[src/rtl/result_misr.sv]
// rtl/result_misr.sv - multiple-input signature register compacting a wide result bus
// Folds each accepted result into a SIG_W-bit chunk-XOR, then steps a Galois MISR.
module result_misr #(
    parameter int             Y_W   = 233,
    parameter int             SIG_W = 32,
    parameter logic [SIG_W-1:0] POLY  = 32'h04C11DB7,
    parameter logic [SIG_W-1:0] SEED  = 32'hFFFFFFFF
) (
    input  logic             clk,
    input  logic             rst,
    input  logic [Y_W-1:0]   y,
    input  logic             y_valid,
    input  logic             start,
    input  logic [7:0]       num_samples,
    input  logic [SIG_W-1:0] expected_sig,
    output logic             busy,
    output logic             done,
    output logic             match,
    output logic [SIG_W-1:0] sig,
    output logic [7:0]       sample_cnt
);

    localparam int NCHUNK = (Y_W + SIG_W - 1) / SIG_W;
    localparam int EXT_W  = NCHUNK * SIG_W;

    typedef enum logic [1:0] {
        IDLE    = 2'd0,
        CAPTURE = 2'd1,
        DONE    = 2'd2
    } state_t;

    state_t           state;
    logic [7:0]       target_q;
    logic [SIG_W-1:0] expected_q;
    logic [EXT_W-1:0] y_ext;
    logic [SIG_W-1:0] fold;
    logic [SIG_W-1:0] misr_next;
    logic [7:0]       cnt_inc;

    assign y_ext = EXT_W'(y);

    always_comb begin
        fold = '0;
        for (int i = 0; i < NCHUNK; i++) begin
            fold = fold ^ y_ext[i*SIG_W +: SIG_W];
        end
    end

    assign misr_next = {sig[SIG_W-2:0], 1'b0} ^ (sig[SIG_W-1] ? POLY : '0) ^ fold;
    // Count never exceeds the latched target, so this cannot wrap.
    assign cnt_inc   = sample_cnt + 8'd1;

    always_ff @(posedge clk or posedge rst) begin
        if (rst) begin
            state      <= IDLE;
            sig        <= '0;
            sample_cnt <= '0;
            target_q   <= '0;
            expected_q <= '0;
            busy       <= 1'b0;
            done       <= 1'b0;
        end else if (start) begin
            sig        <= SEED;
            sample_cnt <= '0;
            target_q   <= num_samples;
            expected_q <= expected_sig;
            if (num_samples == 8'd0) begin
                state <= DONE;
                busy  <= 1'b0;
                done  <= 1'b1;
            end else begin
                state <= CAPTURE;
                busy  <= 1'b1;
                done  <= 1'b0;
            end
        end else begin
            case (state)
                CAPTURE: begin
                    if (y_valid) begin
                        sig        <= misr_next;
                        sample_cnt <= cnt_inc;
                        if (cnt_inc == target_q) begin
                            state <= DONE;
                            busy  <= 1'b0;
                            done  <= 1'b1;
                        end
                    end
                end
                DONE: begin
                    busy <= 1'b0;
                    done <= 1'b1;
                end
                default: begin
                    state <= IDLE;
                    busy  <= 1'b0;
                    done  <= 1'b0;
                end
            endcase
        end
    end

    assign match = done && (sig == expected_q);

endmodule
[config.mk]
export PLATFORM = sky130hd
export DESIGN_NAME = result_misr
export DESIGN_NICKNAME = d
export VERILOG_FILES = /design/src/rtl/result_misr.sv
export SDC_FILE = /design/constraint.sdc
export NUM_CORES = 1
export LEC_CHECK = 0
export CAP_MARGIN = 5
export CORE_ASPECT_RATIO = 0.9
export CORE_MARGIN = 5
export CORE_UTILIZATION = 37
export CTS_BUF_LIST = sky130_fd_sc_hd__clkbuf_4 sky130_fd_sc_hd__clkbuf_8
export CTS_CLUSTER_SIZE = 25
export DETAILED_ROUTE_END_ITERATION = 16
export PLACE_DENSITY = 0.79
export SETUP_SLACK_MARGIN = 0.3
export SKIP_CTS_REPAIR_TIMING = 1
export SYNTH_ARGS = -nofsm -noshare
export SYNTH_HDL_FRONTEND = slang
export SYNTH_SLANG_ARGS = --single-unit
[constraint.sdc]
create_clock -name clk -period 2.6 [get_ports clk]
set_input_delay 0.39 -clock clk [delete_from_list [all_inputs] [get_ports clk]]
set_output_delay 0.39 -clock clk [all_outputs]
set_load 0.005 [all_outputs]
==> results.sh <==
export IMPL_status="completed"
export IMPL_pwr_share_clk_pct=19.7
export IMPL_synth_fp_nets=862
export IMPL_finalNonFillerCells=1129
export IMPL_netlist_instances=582
export IMPL_synth_cell_type_count=38
export IMPL_place_inst=1113
export IMPL_antenna_cells=0
export IMPL_numPortBuffers=319
export IMPL_avgViaCountPerCell=4.675
export IMPL_synth_seq_cells=84
export IMPL_rows=44
export IMPL_grt_pass1_vias=5613
export IMPL_syn_to_final_growth_pct=62.81
export IMPL_cts_tree="yes"
export IMPL_finalCritPeriodShare_pct=88.75
export IMPL_most_common_layout_cells="317 x clkdlybuf4s50_1, 258 x xnor2_1, 84 x dfrtp_1, 40 x mux2_2, 31 x xor2_1"
export IMPL_cts_buffers=9
export IMPL_cp_arrival_ns=1.92
export IMPL_slew_viol_final=0
export IMPL_first_pass_iters=4
export IMPL_stdcell_area_um2=9947
export IMPL_routed_wl_um=19380
export IMPL_p_per_area_nw_per_um2=452.3
export IMPL_pin_count=320
export IMPL_synthesis_area_um2=6110
export IMPL_core_um2=16190
export IMPL_grt_first_pass_wirelength_um=30330
export IMPL_worstPathRequired_ns=2.21
export IMPL_tightest_slew_ns=0.7143
export IMPL_clkSlewWorstSetupHoldPaths_ns=0.09
export IMPL_dieHeight_um=131.9
export IMPL_max_cap_viol_count=0
export IMPL_num_vias=5278
export IMPL_endpoint_kind="primary output"
export IMPL_grt_ovfl_total=0
export IMPL_finalSetupViolations=0
export IMPL_track_usage_pct=19.91
export IMPL_cts_max_path_buffers=2
export IMPL_die_width_um=145.5
export IMPL_nets=1197
export IMPL_synthFlopType="dfrtp_1"
export IMPL_slew_headroom_pct=52.28
export IMPL_htreeDepth=3
export IMPL_hp_class="input pin to asynchronous set/reset pin"
export IMPL_cts_sinks=84
export IMPL_cp_start_kind="flop"
export IMPL_drive_gt1_share_pct=10.41
export IMPL_cp_max_fo=4
export IMPL_cts_root_buf="clkbuf_8"
export IMPL_ant_nets=0
export IMPL_grt_max_degree=61
export IMPL_p_leak_nw=3.550
export IMPL_wl_per_cell_um=17.17
export IMPL_ys_async_sr_fraction_pct=100.0
export IMPL_drt_iter0_drc=222
export IMPL_synth_area_per_cell_um2=10.50
export IMPL_layout_commonest_cell="clkdlybuf4s50_1"
export IMPL_hpwl_um=16360
export IMPL_power_w=0.004499
export IMPL_irDropWorstVdd_uv=238.1
export IMPL_dieArea_um2=19190
export IMPL_fin_crit_ns=2.308
export IMPL_pwr_share_seq_pct=34.6
export IMPL_skew_ns=0.007773
export IMPL_p_int_w=0.003067
export IMPL_comb_power_share_pct=45.7
export IMPL_start_util_pct=37.75
export IMPL_whs_ns=0.4902
export IMPL_yosysSeqAreaShare_pct=34.41
export IMPL_drc=0
export IMPL_antenna_found_initial=0
export IMPL_rsz0062_at_grt="true"
export IMPL_place_congestion=0.7832
export IMPL_hold_viol_final=0
export IMPL_clock_fmax_ghz=0.4334
export IMPL_p_sw_share_pct=31.83
export IMPL_power_net_switching_w=0.001432
export IMPL_synth_edf_count=0
export IMPL_critPathKind="flop to primary output"
export IMPL_clkLatencyLatePin_ns=0.36
export IMPL_dpl_cell_area_um2=9724
export IMPL_yosysWarnings=0
==> worst max-delay path, stage by stage (launching register included) <==
cell	delay (ns)
dfrtp_1	0.42
xor2_1	0.18
nor4_1	0.39
nand4_1	0.16
nor4_2	0.22
buf_2	0.19
==> cell usage after synthesis (2+ instances only) <==
cell / instances / area (µm²)
buf_1: 4 / 15.01
a21oi_1: 9 / 45.04
xnor2_1: 261 / 2286
nand4_1: 12 / 75.07
buf_2: 3 / 15.01
nor2_1: 29 / 108.9
ha_1: 3 / 37.54
a211oi_1: 2 / 15.01
clkbuf_1: 13 / 48.80
and2_1: 10 / 62.56
dfrtp_1: 84 / 2102
o21ai_0: 3 / 15.01
nor3_1: 9 / 45.04
nand3_1: 3 / 15.01
mux2_2: 40 / 450.4
xor2_1: 31 / 271.5
nor4_1: 5 / 31.28
a211oi_2: 2 / 25.02
a211o_1: 26 / 227.7
nand2b_1: 2 / 12.51
or3_1: 3 / 18.77
o32ai_1: 2 / 17.52
nand2_1: 7 / 26.28
inv_1: 5 / 18.77
==> metrics by stage <==
step	setup TNS [ns]	utilization (%)	setup slack (ns)
global route	0	61.46	0.1655
floorplan	0	-	0.6485
CTS	-0.3664	61.22	-0.3664
detailed placement	0	60.08	0.09015
global placement	0	60.08	0.1310
finish	0	61.46	0.2925
==> routing by layer <==
metal  track usage (%)  up-vias  part of all wire [%]
li1                  -     2603                     -
met1             23.87     2441                    40
met2             34.94      212                    51
met3             5.913       22                   7.9
met4             5.181        0                   1.7
met5                 0        -                     0
==> kinds of logic (layout without fill, tap and decap cells) <==
group / Yosys count / count (layout) / synth area share [%]
xor gates and xnor gates: 292 / 292 / 41.86
adders and majority gates: 3 / 3 / 0.6144
and+or+nand+nor: 84 / 84 / 7.127
muxes: 40 / 40 / 7.372
AOI/OAI and AO/OA: 53 / 53 / 6.902
DFF: 84 / 84 / 34.41
buffers and inverters: 26 / 366 / 1.720
==> path summary, 6_finish.rpt <==
kind / slack, ns / depth (start not counted) / endpoint / start
max in group asynchronous: 1.54 / 3 / sig[26]$_DFFE_PP0P_ / rst
max: 0.29 / 5 / match / sig[16]$_DFFE_PP0P_
min: 0.49 / 2 / sig[0]$_DFFE_PP0P_ / rst
min reg2reg: 0.53 / 1 / expected_q[31]$_DFFE_PP0P_ / expected_q[31]$_DFFE_PP0P_
max reg2reg: 0.52 / 6 / state[0]$_DFFE_PP0P_ / sample_cnt[0]$_DFFE_PP0P_
min in group clk: 0.53 / 1 / expected_q[31]$_DFFE_PP0P_ / expected_q[31]$_DFFE_PP0P_
==> layout make-up <==
class	count	area, µm²
clock buffers	9	123.9
clock inverters	7	61.31
fillers	1425	6238
inverters	5	22.52
multi-input cells	472	3948
flip-flops and latches	84	2102
well taps	207	259.0
repair buffers	345	3431
==> registers in the layout, indices dropped and copies added, names as in the netlist <==
| name | flops |
|---|---|
| target_q | 8 |
| expected_q | 32 |
| done | 1 |
| sig | 32 |
| sample_cnt | 8 |
| state | 2 |
| busy | 1 |
==> power by group through the flow <==
stage	registers, W	clock network, W	logic (W)
after global placement	0.00157	0	0.00206
after global routing	0.00158	0.000987	0.00223
after CTS	0.00155	0.000922	0.00209
after detailed placement	0.00158	0	0.00207
after floorplan	0.00158	0	0.00115
final	0.00156	0.000886	0.00206
Power figures use the tool's default switching activity.
